**src/rtl/alu_pkg.sv**
```systemverilog
// Shared ALU control definitions: command codes, result-unit selects, sequencer states.
package alu_pkg;

  // 3-bit ALU command codes as issued by the instruction front end
  localparam logic [2:0] CMD_ADD  = 3'd0;
  localparam logic [2:0] CMD_SUB  = 3'd1;
  localparam logic [2:0] CMD_XOR  = 3'd2;
  localparam logic [2:0] CMD_SLT  = 3'd3;
  localparam logic [2:0] CMD_AND  = 3'd4;
  localparam logic [2:0] CMD_NAND = 3'd5;
  localparam logic [2:0] CMD_NOR  = 3'd6;
  localparam logic [2:0] CMD_OR   = 3'd7;

  // Result-unit select seen by the datapath output mux
  localparam logic [2:0] MUX_MATH = 3'd0;
  localparam logic [2:0] MUX_XOR  = 3'd1;
  localparam logic [2:0] MUX_AND  = 3'd2;
  localparam logic [2:0] MUX_NAND = 3'd3;
  localparam logic [2:0] MUX_NOR  = 3'd4;
  localparam logic [2:0] MUX_OR   = 3'd5;

  typedef enum logic [1:0] {
    IDLE   = 2'd0,
    SETTLE = 2'd1,
    DONE   = 2'd2
  } state_e;

endpackage

```
**src/rtl/alu_cmd_decode.sv**
```systemverilog
// Combinational command decoder: ALU command -> datapath mux select, B inversion, carry-in.
module alu_cmd_decode
  import alu_pkg::*;
(
  input  logic [2:0] cmd,
  output logic [2:0] muxsel,
  output logic       inverse,
  output logic       carryin
);

  // Subtract and set-less-than both run the adder as a - b (invert B, carry in 1)
  always_comb begin
    muxsel  = MUX_MATH;
    inverse = 1'b0;
    carryin = 1'b0;
    case (cmd)
      CMD_ADD:  muxsel = MUX_MATH;
      CMD_SUB,
      CMD_SLT: begin
        muxsel  = MUX_MATH;
        inverse = 1'b1;
        carryin = 1'b1;
      end
      CMD_XOR:  muxsel = MUX_XOR;
      CMD_AND:  muxsel = MUX_AND;
      CMD_NAND: muxsel = MUX_NAND;
      CMD_NOR:  muxsel = MUX_NOR;
      CMD_OR:   muxsel = MUX_OR;
      default:  muxsel = MUX_MATH;
    endcase
  end

endmodule

```
**src/rtl/alu_op_sequencer.sv**
```systemverilog
// Initiator-side sequencer for the combinational ALU: accepts one op, holds operands
// for a settle window, captures result/flags and hands them back over valid/ready.
module alu_op_sequencer
  import alu_pkg::*;
#(
  parameter int WIDTH         = 32,
  parameter int SETTLE_CYCLES = 4,
  parameter int CNT_W         = 8
) (
  input  logic             clk,
  input  logic             rst_n,
  input  logic             in_valid,
  output logic             in_ready,
  input  logic [2:0]       in_cmd,
  input  logic [WIDTH-1:0] in_a,
  input  logic [WIDTH-1:0] in_b,
  output logic [WIDTH-1:0] alu_a,
  output logic [WIDTH-1:0] alu_b,
  output logic             alu_inverse,
  output logic             alu_carryin,
  output logic [2:0]       alu_muxsel,
  input  logic [WIDTH-1:0] alu_res,
  input  logic             alu_carryout,
  input  logic             alu_overflow,
  output logic             out_valid,
  input  logic             out_ready,
  output logic [WIDTH-1:0] out_res,
  output logic             out_carryout,
  output logic             out_overflow,
  output logic             out_zero
);

  // Counter starts one below the window so capture lands on the SETTLE_CYCLES-th edge
  localparam logic [CNT_W-1:0] SETTLE_LOAD = CNT_W'(SETTLE_CYCLES - 1);

  state_e           state;
  logic [CNT_W-1:0] cnt;
  logic [2:0]       cmd_q;

  logic [2:0]       dec_muxsel;
  logic             dec_inverse;
  logic             dec_carryin;

  logic [WIDTH-1:0] cap_res;
  logic             cap_co;
  logic             cap_ov;

  alu_cmd_decode u_dec (
    .cmd     (in_cmd),
    .muxsel  (dec_muxsel),
    .inverse (dec_inverse),
    .carryin (dec_carryin)
  );

  // Shape raw datapath outputs per command; SLT folds the overflow into the sign bit
  always_comb begin
    cap_res = alu_res;
    cap_co  = alu_carryout;
    cap_ov  = alu_overflow;
    case (cmd_q)
      CMD_ADD,
      CMD_SUB: begin
        cap_co = alu_carryout;
      end
      CMD_SLT: begin
        cap_res    = '0;
        cap_res[0] = alu_res[WIDTH-1] ^ alu_overflow;
        cap_co     = 1'b0;
        cap_ov     = 1'b0;
      end
      default: begin
        cap_co = 1'b0;
        cap_ov = 1'b0;
      end
    endcase
  end

  // Request/settle/response FSM; all outputs registered, alu_* held between ops
  always_ff @(posedge clk or negedge rst_n) begin
    if (!rst_n) begin
      state        <= IDLE;
      in_ready     <= 1'b1;
      cnt          <= '0;
      cmd_q        <= CMD_ADD;
      alu_a        <= '0;
      alu_b        <= '0;
      alu_inverse  <= 1'b0;
      alu_carryin  <= 1'b0;
      alu_muxsel   <= MUX_MATH;
      out_valid    <= 1'b0;
      out_res      <= '0;
      out_carryout <= 1'b0;
      out_overflow <= 1'b0;
      out_zero     <= 1'b1;
    end else begin
      case (state)
        IDLE: begin
          if (in_valid) begin
            alu_a       <= in_a;
            alu_b       <= in_b;
            alu_muxsel  <= dec_muxsel;
            alu_inverse <= dec_inverse;
            alu_carryin <= dec_carryin;
            cmd_q       <= in_cmd;
            cnt         <= SETTLE_LOAD;
            in_ready    <= 1'b0;
            state       <= SETTLE;
          end
        end
        SETTLE: begin
          if (cnt != '0) begin
            cnt <= cnt - 1'b1;
          end else begin
            out_res      <= cap_res;
            out_carryout <= cap_co;
            out_overflow <= cap_ov;
            out_zero     <= (cap_res == '0);
            out_valid    <= 1'b1;
            state        <= DONE;
          end
        end
        DONE: begin
          // Return to IDLE only; acceptance of the next op waits one more edge
          if (out_ready) begin
            out_valid <= 1'b0;
            in_ready  <= 1'b1;
            state     <= IDLE;
          end
        end
        default: begin
          state    <= IDLE;
          in_ready <= 1'b1;
        end
      endcase
    end
  end

endmodule

```
**config.mk**
```make
export PLATFORM = sky130hd
export DESIGN_NAME = alu_op_sequencer
export DESIGN_NICKNAME = d
export VERILOG_FILES = /design/src/rtl/alu_pkg.sv /design/src/rtl/alu_cmd_decode.sv /design/src/rtl/alu_op_sequencer.sv
export SDC_FILE = /design/constraint.sdc
export NUM_CORES = 1
export LEC_CHECK = 0
export CAP_MARGIN = 20
export CORE_MARGIN = 8
export CORE_UTILIZATION = 38
export DETAILED_ROUTE_END_ITERATION = 6
export GPL_TIMING_DRIVEN = 0
export PLACE_DENSITY = 0.87
export SYNTH_ARGS = -nofsm -noshare
export SYNTH_HDL_FRONTEND = slang
export SYNTH_SLANG_ARGS = --single-unit
```
**constraint.sdc**
```tcl
create_clock -name clk -period 1.49 [get_ports clk]
set_input_delay 0.2235 -clock clk [delete_from_list [all_inputs] [get_ports clk]]
set_output_delay 0.2235 -clock clk [all_outputs]
set_load 0.03 [all_outputs]
```
==> results <==
- Dividing the final minimum period by the clock period gives 109%.
- The die is 128 um tall.
- In the post-synthesis netlist, the biggest area contributors are sky130_fd_sc_hd__dfrtp_1 61%, sky130_fd_sc_hd__nand2_1 22%, sky130_fd_sc_hd__o21ai_1 3.5%, sky130_fd_sc_hd__clkbuf_1 1.3%, sky130_fd_sc_hd__dfstp_2 1.1%.
- The number of global-route vias before repair is 4828.
- The critical path goes through inv_2 -> ha_4 -> nor4b_4 -> buf_6 -> a21boi_4 -> or2_1 -> a31o_1.
- The final-report hold violation count was 0.
- The sink count of the clock tree is 118.
- The number of instances in the placed design is 910.
- The initial antenna violation count was 0.
- The fraction of layout cells with a size suffix above 1 is 18.6%.
- In the routed design, unresolved DRC markers number 0.
- The maximum operating frequency is 0.613 GHz.
- In the post-route analysis, the smallest setup slack over all paths is -0.141 ns.
- Each instance of the synthesized netlist takes up on average 9.04 um2.
- The per-cell routed wire length is 16.5 um.
- The start-to-end type of the worst setup path is reg -> reg.
- The final setup violation count is 42.
- Of the post-synthesis cell area, the dominant cell type holds 60.9%.
- The cell class contributing the biggest share of worst-path delay is simple AND/OR/NAND/NOR gates.
- Fill cells in the final layout number 1012.
- The initial core utilization is 38.4%.
- The number of nets in the synthesized netlist is 634.
- The detailed-routing iteration count for the pre-antenna-repair pass is 4.
- Data on the critical path arrives at its endpoint at 1.92 ns.
- The number of placement rows is 41.
- Power spread over the standard cell area amounts to 2260 nW/um2.
- The critical path crosses 7 cells after its start point.
- The path class of the tightest hold or removal check is in -> async.
- At the worst endpoint, the required time is 1.78 ns.
- The final period demand of the worst path is 1.63 ns.
- The number of antenna cells inserted is 0.
- The worst setup path is captured at a register.
- The checks that failed: setup timing.
- IR analysis of the VDD net gives a maximum drop of 1.11 mV.
- Synthesis inferred 118 register bits.
- Sequential cells were found to cover 62.0% of the synthesized design area.
- The detail route stage leaves a number of antenna-violating nets equal to 0.
- The critical path contains buffers and inverters numbering 2 combined.
- The area of the die is 16400 um2.
- The number of cells in the finished layout apart from fillers is 963.
- In this run the deepest clock path goes through 2 buffers.
- Of all cell types, the one taking the most synthesized area is sky130_fd_sc_hd__dfrtp_1.
- The root buffer cell chosen for the clock tree is sky130_fd_sc_hd__clkbuf_16.
- After detailed routing, the number of vias per cell comes to 4.74.
- In this run the tightest slew margin relative to its limit is 66.1%.
- In this run the count of I/O pins placed on the die edge is 211.
- The final number of max-transition violations is 0.
- In this run the worst path has a maximum fanout of 4.
- The sum of net half-perimeters after detailed placement is 10700 um.
- For this run the aggregate overflow at the end of global routing stands at 0.
- The run finished, with violations left.
- The pin slew with the least headroom to its limit is 0.508 ns.
- The startpoint identified for the worst register-to-register timing path is cnt[0].
- The capture instance of the worst register-to-register path is cnt[2].
- The global-route total usage across every layer is 19.1%.
- Clock-pin slew was measured on the worst setup and hold paths at 0.05 ns.
- The final layout contains routed wiring with a total length of 15900 um.
- The fraction of registers with async set or reset after synthesis is 100%.
- Across the run, the number of max-cap violations was 0.
- The number of different library cells used by synthesis comes to 40.
- Setup repair after global routing could not meet its margin everywhere.
- The count of routing violations after the opening detailed-route iteration is 263.
- The final cell utilization of the core is 65.9%.
- The worst setup path startpoint is cnt[0].
- The final weighted congestion in routability-driven placement is 0.811.
- The global-route wire length before repair is 24400 um.
- The number of nets in the layout is 885.
- The synthesized netlist occupies a cell area of 4770 um2.
- The number of buffers created by CTS is 17.
- CTS built an H-tree with a depth of 4.
- The clock tree skew after final layout is 0.00707 ns.
- The setup slack at placement is -0.367 ns.
- The count of buffers added on input and output ports is 210.
- TritonCTS built the clock tree.
- For the worst flop-to-flop path, the logic depth is 7.
- The area growth from synthesis to layout is 71.5%.
- The largest single stage delay on the critical path is 0.40 ns.
- On the critical path, the stage with the largest delay is an instance of sky130_fd_sc_hd__dfrtp_1.
- The count of mapped cells out of synthesis is 527.
- Entering global routing, the biggest net connects 66 pins.
- From left edge to right edge, the die measures 128 um.
- Setup slack on the worst reg-to-reg path comes out at -0.14 ns.
- The primary flip-flop cell chosen by synthesis mapping is sky130_fd_sc_hd__dfrtp_1.
- For this block, the via count after detailed routing is 4563.
- The later-pin clock latency in the skew report is 0.41 ns.
- The kind of start point of the critical path is a register.
- After layout, the design draws a total of 18.5 mW.
- Yosys printed 0 warnings.
- The leakage power is 4.15 nW.
- The area of the core region is 12400 um2.
- Counting flops with a built-in enable in the synthesized netlist gives 0.
cell families after synthesis:
| group | after synthesis | share of synthesized area [%] |
|---|---|---|
| AO/OA/AOI/OAI | 47 | 5.51 |
| buffers and inverters | 30 | 2.68 |
| flip-flops | 118 | 62.0 |
| multiplexers | 2 | 0.420 |
| XOR/XNOR | 3 | 0.551 |
| adder cells (fa/ha/maj) | 2 | 0.525 |
| AND/OR/NAND/NOR | 325 | 28.3 |
cell usage after synthesis, types with 2 or more instances:
library cell               count
sky130_fd_sc_hd__a21oi_1       5
sky130_fd_sc_hd__buf_2         9
sky130_fd_sc_hd__clkbuf_1     16
sky130_fd_sc_hd__dfrtp_1     116
sky130_fd_sc_hd__dfstp_2       2
sky130_fd_sc_hd__ha_1          2
sky130_fd_sc_hd__inv_1         3
sky130_fd_sc_hd__mux2i_1       2
sky130_fd_sc_hd__nand2_1     282
sky130_fd_sc_hd__nand3_1       3
sky130_fd_sc_hd__nand3b_1      4
sky130_fd_sc_hd__nand4_1       2
sky130_fd_sc_hd__nor2_1        9
sky130_fd_sc_hd__nor2b_1       2
sky130_fd_sc_hd__nor3_1        3
sky130_fd_sc_hd__nor4_1        7
sky130_fd_sc_hd__o21ai_1      33
sky130_fd_sc_hd__o31ai_1       3
sky130_fd_sc_hd__xor2_1        3
per-layer routing:
metal	vias up	track usage (%)	share of wire, %
met3	27	7.74	8.2
met1	2168	21.3	38
li1	2196	-	-
met4	0	7.34	2.0
met5	-	0	0
met2	172	32.1	51
state kept, by name, indices dropped and copies added, names as in the netlist, 2 cells and up:
| name | count |
|---|---|
| alu_a | 32 |
| alu_b | 32 |
| alu_muxsel | 3 |
| cmd_q | 3 |
| cnt | 8 |
| out_res | 32 |
| state | 2 |
through the flow:
step | hold slack, ns | TNS [ns] | instance area, um2
3_3_place_gp | 0.452 | -547.23 | 7090
6_report | 0.341 | -3.01 | 8180
5_1_grt | 0.336 | -6.67 | 8180
3_5_place_dp | 0.215 | -29.83 | 7120
4_1_cts | 0.325 | -1.53 | 7980
2_1_floorplan | -0.0721 | -0.0356 | 4770
timing repair:
item,CTS,global route
pin swaps,33,8
buffers inserted,9,2
resized for setup,189,62
gates cloned,8,1
hold endpoints to repair,53,0
endpoints found under the setup margin,212,105
hold buffers,1,0
where the power goes:
group / internal (mW) / switching, mW / leakage [nW] / total, mW
logic: 3.26 / 5.76 / 2.43 / 9.02
registers: 4.75 / 0.930 / 1.45 / 5.68
clock network: 2.37 / 1.40 / 0.274 / 3.77
total: 10.4 / 8.09 / 4.15 / 18.5
layout make-up:
| cell class | count | area, um2 | share of cell area (%) |
|---|---|---|---|
| inverters | 3 | 11.3 | 0.138 |
| clock inverters | 8 | 47.5 | 0.582 |
| plain buffers | 27 | 270 | 3.31 |
| multi-input cells | 381 | 1960 | 24.0 |
| well taps | 172 | 215 | 2.63 |
| clock buffers | 24 | 512 | 6.26 |
| flip-flops and latches | 118 | 2960 | 36.1 |
| repair buffers | 230 | 2200 | 26.9 |
placed cells by master (no fill, tap or decap), types with 3 or more instances in the layout:
| cell type | count |
|---|---|
| sky130_fd_sc_hd__nand3_4 | 3 |
| sky130_fd_sc_hd__dlygate4sd2_1 | 100 |
| sky130_fd_sc_hd__nand2_1 | 252 |
| sky130_fd_sc_hd__clkdlybuf4s50_1 | 103 |
| sky130_fd_sc_hd__nor4_1 | 7 |
| sky130_fd_sc_hd__a21oi_1 | 3 |
| sky130_fd_sc_hd__nand2_4 | 4 |
| sky130_fd_sc_hd__buf_4 | 12 |
| sky130_fd_sc_hd__buf_8 | 9 |
| sky130_fd_sc_hd__o21ai_1 | 19 |
| sky130_fd_sc_hd__nand3b_1 | 4 |
| sky130_fd_sc_hd__buf_6 | 6 |
| sky130_fd_sc_hd__o21ai_2 | 14 |
| sky130_fd_sc_hd__buf_2 | 5 |
| sky130_fd_sc_hd__clkbuf_16 | 19 |
| sky130_fd_sc_hd__clkbuf_8 | 12 |
| sky130_fd_sc_hd__nor2_1 | 8 |
| sky130_fd_sc_hd__dfrtp_1 | 116 |
| sky130_fd_sc_hd__xor2_1 | 3 |
| sky130_fd_sc_hd__clkinv_2 | 5 |
| sky130_fd_sc_hd__clkbuf_1 | 4 |
| sky130_fd_sc_hd__clkinvlp_4 | 3 |
| sky130_fd_sc_hd__nand2_2 | 26 |
| sky130_fd_sc_hd__clkbuf_2 | 4 |
worst max-delay path by stage:
| stage | endpoint | slack [ns] |
|---|---|---|
| floorplan | cnt[2] | -0.03 |
| global placement | alu_b[19] | -4.44 |
| detailed placement | out_zero | -0.37 |
| CTS | cnt[2] | -0.13 |
| global route | cnt[2] | -0.22 |
| finish | cnt[2] | -0.14 |
(Power assumes the default switching activity.)
